==> src/rtl/ahb_lite_slave_regbank_if.sv <==
// AHB-Lite bus bundle between one master/decoder side and the register-bank slave.
// HREADY is the muxed bus ready, so it is driven from the master/system side.
interface ahb_lite_slave_regbank_if #(
  parameter int unsigned DATA_WIDTH = 32,
  parameter int unsigned ADDR_WIDTH = 32
);
  logic                  HSELx;
  logic [ADDR_WIDTH-1:0] HADDR;
  logic                  HWRITE;
  logic [2:0]            HSIZE;
  logic [2:0]            HBURST;
  logic [3:0]            HPROT;
  logic [1:0]            HTRANS;
  logic                  HREADY;
  logic [DATA_WIDTH-1:0] HWDATA;
  logic                  HREADYOUT;
  logic                  HRESP;
  logic [DATA_WIDTH-1:0] HRDATA;

  modport master (
    output HSELx, HADDR, HWRITE, HSIZE, HBURST, HPROT, HTRANS, HREADY, HWDATA,
    input  HREADYOUT, HRESP, HRDATA
  );

  modport slave (
    input  HSELx, HADDR, HWRITE, HSIZE, HBURST, HPROT, HTRANS, HREADY, HWDATA,
    output HREADYOUT, HRESP, HRDATA
  );
endinterface

==> src/rtl/ahb_lite_slave_regbank.sv <==
// AHB-Lite slave exposing NUM_REGS registers of DATA_WIDTH bits in a 4 KB window.
// Byte/halfword/word lanes, WAIT_STATES wait cycles per OKAY transfer, two-cycle ERROR.
// Optional macro AHB_SLAVE_ALIGN_CHECK_EN: misaligned transfers take the ERROR path
// instead of being aligned down to the HSIZE boundary.
module ahb_lite_slave_regbank #(
  parameter int unsigned DATA_WIDTH  = 32,
  parameter int unsigned ADDR_WIDTH  = 32,
  parameter int unsigned NUM_REGS    = 16,
  parameter int unsigned WAIT_STATES = 0
) (
  input logic                     HCLK,
  input logic                     HRESETn,
  ahb_lite_slave_regbank_if.slave bus
);

  localparam int unsigned ByteW    = DATA_WIDTH / 8;
  localparam int unsigned LaneBits = $clog2(ByteW);
  localparam int unsigned IdxW     = (NUM_REGS > 1) ? $clog2(NUM_REGS) : 1;
  localparam int unsigned KeepW    = LaneBits + IdxW;
  localparam logic [2:0]  MaxSize  = 3'(LaneBits);
  localparam logic [11:0] NumRegs  = 12'(NUM_REGS);
  localparam logic [2:0]  WaitLoad = 3'((WAIT_STATES > 0) ? (WAIT_STATES - 1) : 0);

  typedef enum logic [2:0] {StIdle, StWait, StData, StErr1, StErr2} state_e;

  state_e                state_q;
  logic [2:0]            cnt_q;
  logic                  ready_q;
  logic                  resp_q;
  logic [KeepW-1:0]      addr_q;
  logic                  write_q;
  logic [2:0]            size_q;
  logic [DATA_WIDTH-1:0] regs_q [NUM_REGS];

  logic             valid;
  logic             accepting;
  logic [11:0]      word_idx;
  logic             misalign;
  logic             req_err;
  state_e           accept_state;
  logic             accept_ready;
  logic             accept_resp;
  logic [IdxW-1:0]  reg_idx;
  logic [ByteW-1:0] lane_en;
  logic             unused_bits;

  assign valid     = bus.HSELx & bus.HREADY & bus.HTRANS[1];
  // Only the completing/idle states may take a new address phase.
  assign accepting = (state_q == StIdle) || (state_q == StData) || (state_q == StErr2);
  assign word_idx  = bus.HADDR[11:0] >> LaneBits;

`ifdef AHB_SLAVE_ALIGN_CHECK_EN
  assign misalign = |(bus.HADDR[11:0] & ((12'd1 << bus.HSIZE) - 12'd1));
`else
  assign misalign = 1'b0;
`endif

  assign req_err = (bus.HSIZE > MaxSize) || (word_idx >= NumRegs) || misalign;

  // Next state and registered outputs implied by the address phase on the bus now.
  always_comb begin
    accept_state = StIdle;
    accept_ready = 1'b1;
    accept_resp  = 1'b0;
    if (valid) begin
      if (req_err) begin
        accept_state = StErr1;
        accept_ready = 1'b0;
        accept_resp  = 1'b1;
      end else if (WAIT_STATES > 0) begin
        accept_state = StWait;
        accept_ready = 1'b0;
      end else begin
        accept_state = StData;
      end
    end
  end

  // Transfer FSM with registered HREADYOUT/HRESP.
  always_ff @(posedge HCLK or negedge HRESETn) begin
    if (!HRESETn) begin
      state_q <= StIdle;
      cnt_q   <= '0;
      ready_q <= 1'b1;
      resp_q  <= 1'b0;
    end else begin
      unique case (state_q)
        StWait: begin
          if (cnt_q == 3'd0) begin
            state_q <= StData;
            ready_q <= 1'b1;
          end else begin
            cnt_q <= cnt_q - 3'd1;
          end
        end
        StErr1: begin
          state_q <= StErr2;
          ready_q <= 1'b1;
          resp_q  <= 1'b1;
        end
        default: begin
          state_q <= accept_state;
          ready_q <= accept_ready;
          resp_q  <= accept_resp;
          cnt_q   <= WaitLoad;
        end
      endcase
    end
  end

  // Address-phase capture; only the bits that select register and lanes are kept.
  always_ff @(posedge HCLK or negedge HRESETn) begin
    if (!HRESETn) begin
      addr_q  <= '0;
      write_q <= 1'b0;
      size_q  <= '0;
    end else if (valid && accepting) begin
      addr_q  <= bus.HADDR[KeepW-1:0];
      write_q <= bus.HWRITE;
      size_q  <= bus.HSIZE;
    end
  end

  assign reg_idx = addr_q[KeepW-1:LaneBits];

  // A byte lane is enabled when it lies in the same size-aligned block as the address.
  always_comb begin
    lane_en = '0;
    for (int unsigned i = 0; i < ByteW; i++) begin
      lane_en[i] = ((i >> size_q) == (32'(addr_q[LaneBits-1:0]) >> size_q));
    end
  end

  // Register bank: write commits at the edge that ends the DATA cycle.
  always_ff @(posedge HCLK or negedge HRESETn) begin
    if (!HRESETn) begin
      for (int unsigned i = 0; i < NUM_REGS; i++) begin
        regs_q[i] <= '0;
      end
    end else if ((state_q == StData) && write_q) begin
      for (int unsigned b = 0; b < ByteW; b++) begin
        if (lane_en[b]) begin
          regs_q[reg_idx][8*b +: 8] <= bus.HWDATA[8*b +: 8];
        end
      end
    end
  end

  assign bus.HREADYOUT = ready_q;
  assign bus.HRESP     = resp_q;
  assign bus.HRDATA    = ((state_q == StData) && !write_q) ? regs_q[reg_idx] : '0;

  // HBURST/HPROT are accepted but carry no meaning for a register bank.
  assign unused_bits = ^{bus.HBURST, bus.HPROT, bus.HTRANS[0], bus.HADDR[ADDR_WIDTH-1:KeepW]};

endmodule

==> src/flat_wrapper.sv <==
// flat-port wrapper written by rule: the top's interface ports become plain ports
module ahb_lite_slave_regbank_flat 
#(
  parameter int unsigned DATA_WIDTH  = 32,
  parameter int unsigned ADDR_WIDTH  = 32,
  parameter int unsigned NUM_REGS    = 16,
  parameter int unsigned WAIT_STATES = 0
)
  (HCLK, HRESETn, bus_HSELx, bus_HADDR, bus_HWRITE, bus_HSIZE, bus_HBURST, bus_HPROT, bus_HTRANS, bus_HREADY, bus_HWDATA, bus_HREADYOUT, bus_HRESP, bus_HRDATA);
  ahb_lite_slave_regbank_if #(.DATA_WIDTH(DATA_WIDTH), .ADDR_WIDTH(ADDR_WIDTH)) bus_i ();
  input logic HCLK;
  input logic HRESETn;
  input wire logic [$bits(bus_i.HSELx)-1:0] bus_HSELx;
  input wire logic [$bits(bus_i.HADDR)-1:0] bus_HADDR;
  input wire logic [$bits(bus_i.HWRITE)-1:0] bus_HWRITE;
  input wire logic [$bits(bus_i.HSIZE)-1:0] bus_HSIZE;
  input wire logic [$bits(bus_i.HBURST)-1:0] bus_HBURST;
  input wire logic [$bits(bus_i.HPROT)-1:0] bus_HPROT;
  input wire logic [$bits(bus_i.HTRANS)-1:0] bus_HTRANS;
  input wire logic [$bits(bus_i.HREADY)-1:0] bus_HREADY;
  input wire logic [$bits(bus_i.HWDATA)-1:0] bus_HWDATA;
  output wire logic [$bits(bus_i.HREADYOUT)-1:0] bus_HREADYOUT;
  output wire logic [$bits(bus_i.HRESP)-1:0] bus_HRESP;
  output wire logic [$bits(bus_i.HRDATA)-1:0] bus_HRDATA;
  assign bus_i.HSELx = bus_HSELx;
  assign bus_i.HADDR = bus_HADDR;
  assign bus_i.HWRITE = bus_HWRITE;
  assign bus_i.HSIZE = bus_HSIZE;
  assign bus_i.HBURST = bus_HBURST;
  assign bus_i.HPROT = bus_HPROT;
  assign bus_i.HTRANS = bus_HTRANS;
  assign bus_i.HREADY = bus_HREADY;
  assign bus_i.HWDATA = bus_HWDATA;
  assign bus_HREADYOUT = bus_i.HREADYOUT;
  assign bus_HRESP = bus_i.HRESP;
  assign bus_HRDATA = bus_i.HRDATA;
  ahb_lite_slave_regbank #(.DATA_WIDTH(DATA_WIDTH), .ADDR_WIDTH(ADDR_WIDTH), .NUM_REGS(NUM_REGS), .WAIT_STATES(WAIT_STATES)) u_core (.HCLK(HCLK), .HRESETn(HRESETn), .bus(bus_i));
endmodule
==> config.mk <==
export PLATFORM = sky130hd
export DESIGN_NAME = ahb_lite_slave_regbank_flat
export DESIGN_NICKNAME = d
export VERILOG_FILES = /design/src/rtl/ahb_lite_slave_regbank_if.sv /design/src/rtl/ahb_lite_slave_regbank.sv /design/src/flat_wrapper.sv
export SDC_FILE = /design/constraint.sdc
export NUM_CORES = 1
export LEC_CHECK = 0
export ABC_CLOCK_PERIOD_IN_PS = 2500
export CAP_MARGIN = 30
export CORE_MARGIN = 8
export CORE_UTILIZATION = 55
export DETAILED_ROUTE_END_ITERATION = 7
export PLACE_DENSITY = 0.74
export REMOVE_ABC_BUFFERS = 1
export SETUP_SLACK_MARGIN = 0.02
export SYNTH_ARGS = -nofsm -noshare
export SYNTH_HDL_FRONTEND = slang
export SYNTH_SLANG_ARGS = --single-unit
==> constraint.sdc <==
create_clock -name HCLK -period 2.5 [get_ports HCLK]
set_input_delay 0.625 -clock HCLK [delete_from_list [all_inputs] [get_ports HCLK]]
set_output_delay 0.625 -clock HCLK [all_outputs]
set_load 0.03 [all_outputs]
==> metrics.md <==
| Metric | Value |
|---|---|
| Outcome | `complete, but fails checks` |
| Failing checks | `setup timing` |
| Slew at the pin closest to its max-slew limit | `0.631 ns` |
| CP cell instances | `buf_12 -> buf_12 -> buf_12 -> mux4_2 -> a221o_1 -> buf_6` |
| RSZ-0062 raised after global routing | `yes` |
| Setup WS pre-CTS | `-0.108 ns` |
| Final HPWL DP | `37,900 µm` |
| Grt met3 use | `0.0426` |
| Grt met2 use | `0.384` |
| Final wirelength | `61,100 µm` |
| Synthesized cell area | `roughly 24,000 µm²` |
| Met1 Track Usage GR | `0.338` |
| GP Congestion | `0.860` |
| CP max FO | `8` |
| Overall Power | `24.9 mW` |
| Clk buf depth | `3` |
| CP required | `between 1.5 and 2 ns` |
| Fill cells | `2,971` |
| Cell count after placement | `~2,400` |
| Worst Hold Class | `reg -> reg` |
| Most frequent cells in the layout | `dfrtp_1 (526), mux2_2 (514), mux2i_1 (121), buf_4 (85), buf_12 (79)` |
| Slowest CP cell | `mux4_2` |
| Die Span Y | `226 µm` |
| Number of global-route vias before repair | `16,300` |
| Max Freq | `314 MHz` |
| Startpoint types | `flip-flop` |
| Initial antenna violation count | `1` |
| Gr busiest metal | `met2` |
| Worst path max stage delay | `0.49 ns` |
| CTS sink count | `530` |
| Core area | `43,900 µm²` |
| First-pass GRT wire length | `approximately 96,000 µm` |
| WL per Instance | `~25 µm` |
| Number of nets with antenna violations after routing | `0` |
| Pin count of the biggest net entering global routing | `82` |
| Share of flip-flops with an asynchronous set or reset | `1.00` |
| Delay-heaviest family, CP | `buffers and inverters` |
| CP Class | `reg -> out` |
| Layout Nets | `1,931` |
| # DRC | `0` |
| Final Max Slew Viols | `0` |
| Site Rows | `77` |
| Port Buf Inserts | `86` |
| Slew margin rel. | `0.578` |
| Die area | `51,200 µm²` |
| Via count | `roughly 15,000` |
| Synthesized instance count | `1,621` |
| Starting Density | `0.554` |
| Number of synthesized register bits | `530` |
| Final hold vios | `0` |
| TritonCTS Buffers | `54` |
| Average vias per placed instance | `between 6 and 7` |
| Detailed Route Iter0 Violations | `~1,000` |
| Max VDD drop | `about 0.54 mV` |
| Arr. time, crit path | `2.56 ns` |
| CTS clk-pin slew, worst paths | `~0.060 ns` |
| Cell Pwr Density | `819 nW/µm²` |
| H-tree depth | `2` |
| Detailed Routing Iterations Pass 1 | `5` |
| Share of cells above drive strength 1 | `0.514` |
| Setup ws final | `-0.687 ns` |
| Setup Viol. Count Final | `32` |
| # diodes | `0` |
| Final std cells w/o fill | `~2,500` |
| CTS root buffer | `clkbuf_16` |
| Post-synth EDFFs | `0` |
| I/O pin count | `115` |
| Max-Cap Viols | `0` |
| Seq/Total Area, Yosys | `0.545` |
| Total GRT Usage | `0.242` |
| Period Utilization, post-route | `1.27` |
| Clk_skew | `0.0169 ns` |
| Die X | `226 µm` |
| Leakage | `~14 nW` |
| CTS tree | `yes` |
| Top FF cell, synth | `dfrtp_1` |
| Leading cell type in the layout, fill and taps excluded | `dfrtp_1` |
| Post-layout util | `0.692` |
| Synth Area per Inst | `15.0 µm²` |
| Yosys warns | `0` |
| Final Critical Period | `3.19 ns` |
| Crit path capture type | `output port` |
| Total grt overflow | `0` |
| Synth cell types | `46` |
| Area Overhead vs Synth | `25.1%` |
| Worst skew pair latency | `0.60 ns` |
| CP dominant cell by count | `buf_12` |
| Critical path buffer and inverter count | `4` |
-- sequential cells by signal, summed over array words and instances, names as in the netlist --
signal,count
u_core.write_q,1
u_core.cnt_q,3
u_core.regs_q,512
u_core.addr_q,6
u_core.bus.HREADYOUT,1
u_core.size_q,3
u_core.state_q,3
u_core.bus.HRESP,1
-- layer usage --
metal  wire length, µm  vias up
met1             26800     8106
met4              1870        0
met5                 0        -
met2             29400      370
li1                  -     6565
met3              3040      106
-- cell usage after synthesis, drive strengths merged (2+ instances only) --
library cell | instances | area (µm²)
nor3 | 29 | 343
and3 | 34 | 213
and2 | 3 | 18.8
a221o | 32 | 320
mux2i | 128 | 1280
nand2b | 4 | 25.0
or2 | 2 | 12.5
nor2b | 6 | 37.5
ha | 2 | 25.0
a211oi | 2 | 15.0
mux4 | 64 | 1440
dfrtp | 529 | 13200
o21a | 2 | 15.0
nand4 | 3 | 18.8
a22oi | 64 | 480
or3 | 3 | 18.8
buf | 39 | 205
mux2 | 522 | 5910
a21oi | 3 | 15.0
nor2 | 19 | 81.3
clkbuf | 68 | 255
nor3b | 2 | 26.3
o21ai | 5 | 25.0
nand2 | 28 | 105
inv | 5 | 18.8
nand3 | 12 | 60.1
-- where the power goes --
group | leakage, nW | switching, mW | internal (mW) | total, mW
sequential | 6.67 | 0.719 | 9.88 | 10.6
combinational | 6.05 | 2.47 | 3.08 | 5.55
clock | 0.973 | 3.33 | 5.44 | 8.77
-- worst paths after layout --
kind / from / end / slack (ns) / cells after the start
worst max-delay path: u_core.addr_q[2] / bus_HRDATA[6] / -0.69 / 6
worst min-delay path: u_core.regs_q[60] / u_core.regs_q[60] / 0.50 / 1
worst max register to register: u_core.addr_q[2] / u_core.regs_q[380] / 0.03 / 9
worst min register to register: u_core.regs_q[60] / u_core.regs_q[60] / 0.50 / 1
max in group asynchronous: HRESETn / u_core.regs_q[34] / 1.01 / 3
min in group asynchronous: HRESETn / u_core.regs_q[114] / 0.58 / 2
-- what timing repair did --
item,CTS,global route
endpoints found under the setup margin,32,225
cloned,4,5
setup buffers,9,0
endpoints found under the hold margin,41,0
hold buffers,1,0
resized for setup,66,44
pin swaps,34,19
-- cells by family after synthesis --
logic type,Yosys count,share of synthesized area
buffers and inverters,112,0.0197
flip-flops,530,0.545
AND/OR/NAND/NOR,150,0.0414
AO/OA/AOI/OAI,112,0.0372
multiplexers,714,0.355
XOR/XNOR,1,0.000360
adder cells (fa/ha/maj),2,0.00103
-- stage by stage --
stage	TNS (ns)	hold slack, ns	area [µm²]
5_1_grt	-21.87	0.508	30400
3_3_place_gp	-2.12	0.481	27700
4_1_cts	-21.11	0.501	30200
6_report	-19.70	0.498	30400
3_5_place_dp	-2.31	0.488	27700
2_1_floorplan	-3351.81	0.329	23900
-- area by class of cell --
class	count	area, µm²	area share
inverters	5	18.8	0.000617
multi-input cells	979	10800	0.355
well taps	592	741	0.0243
clock inverters	18	295	0.00971
flip-flops and latches	530	13300	0.436
repair buffers	278	3600	0.118
clock buffers	82	1680	0.0552
-- worst reg2reg max path: stages (launching register included) --
cell	delay (ns)
dfrtp_4	0.51
buf_12	0.17
buf_6	0.19
buf_4	0.16
buf_4	0.15
or2_4	0.26
buf_6	0.14
nor3_4	0.25
buf_12	0.18
mux2_2	0.34
(Power assumes the default switching activity.)
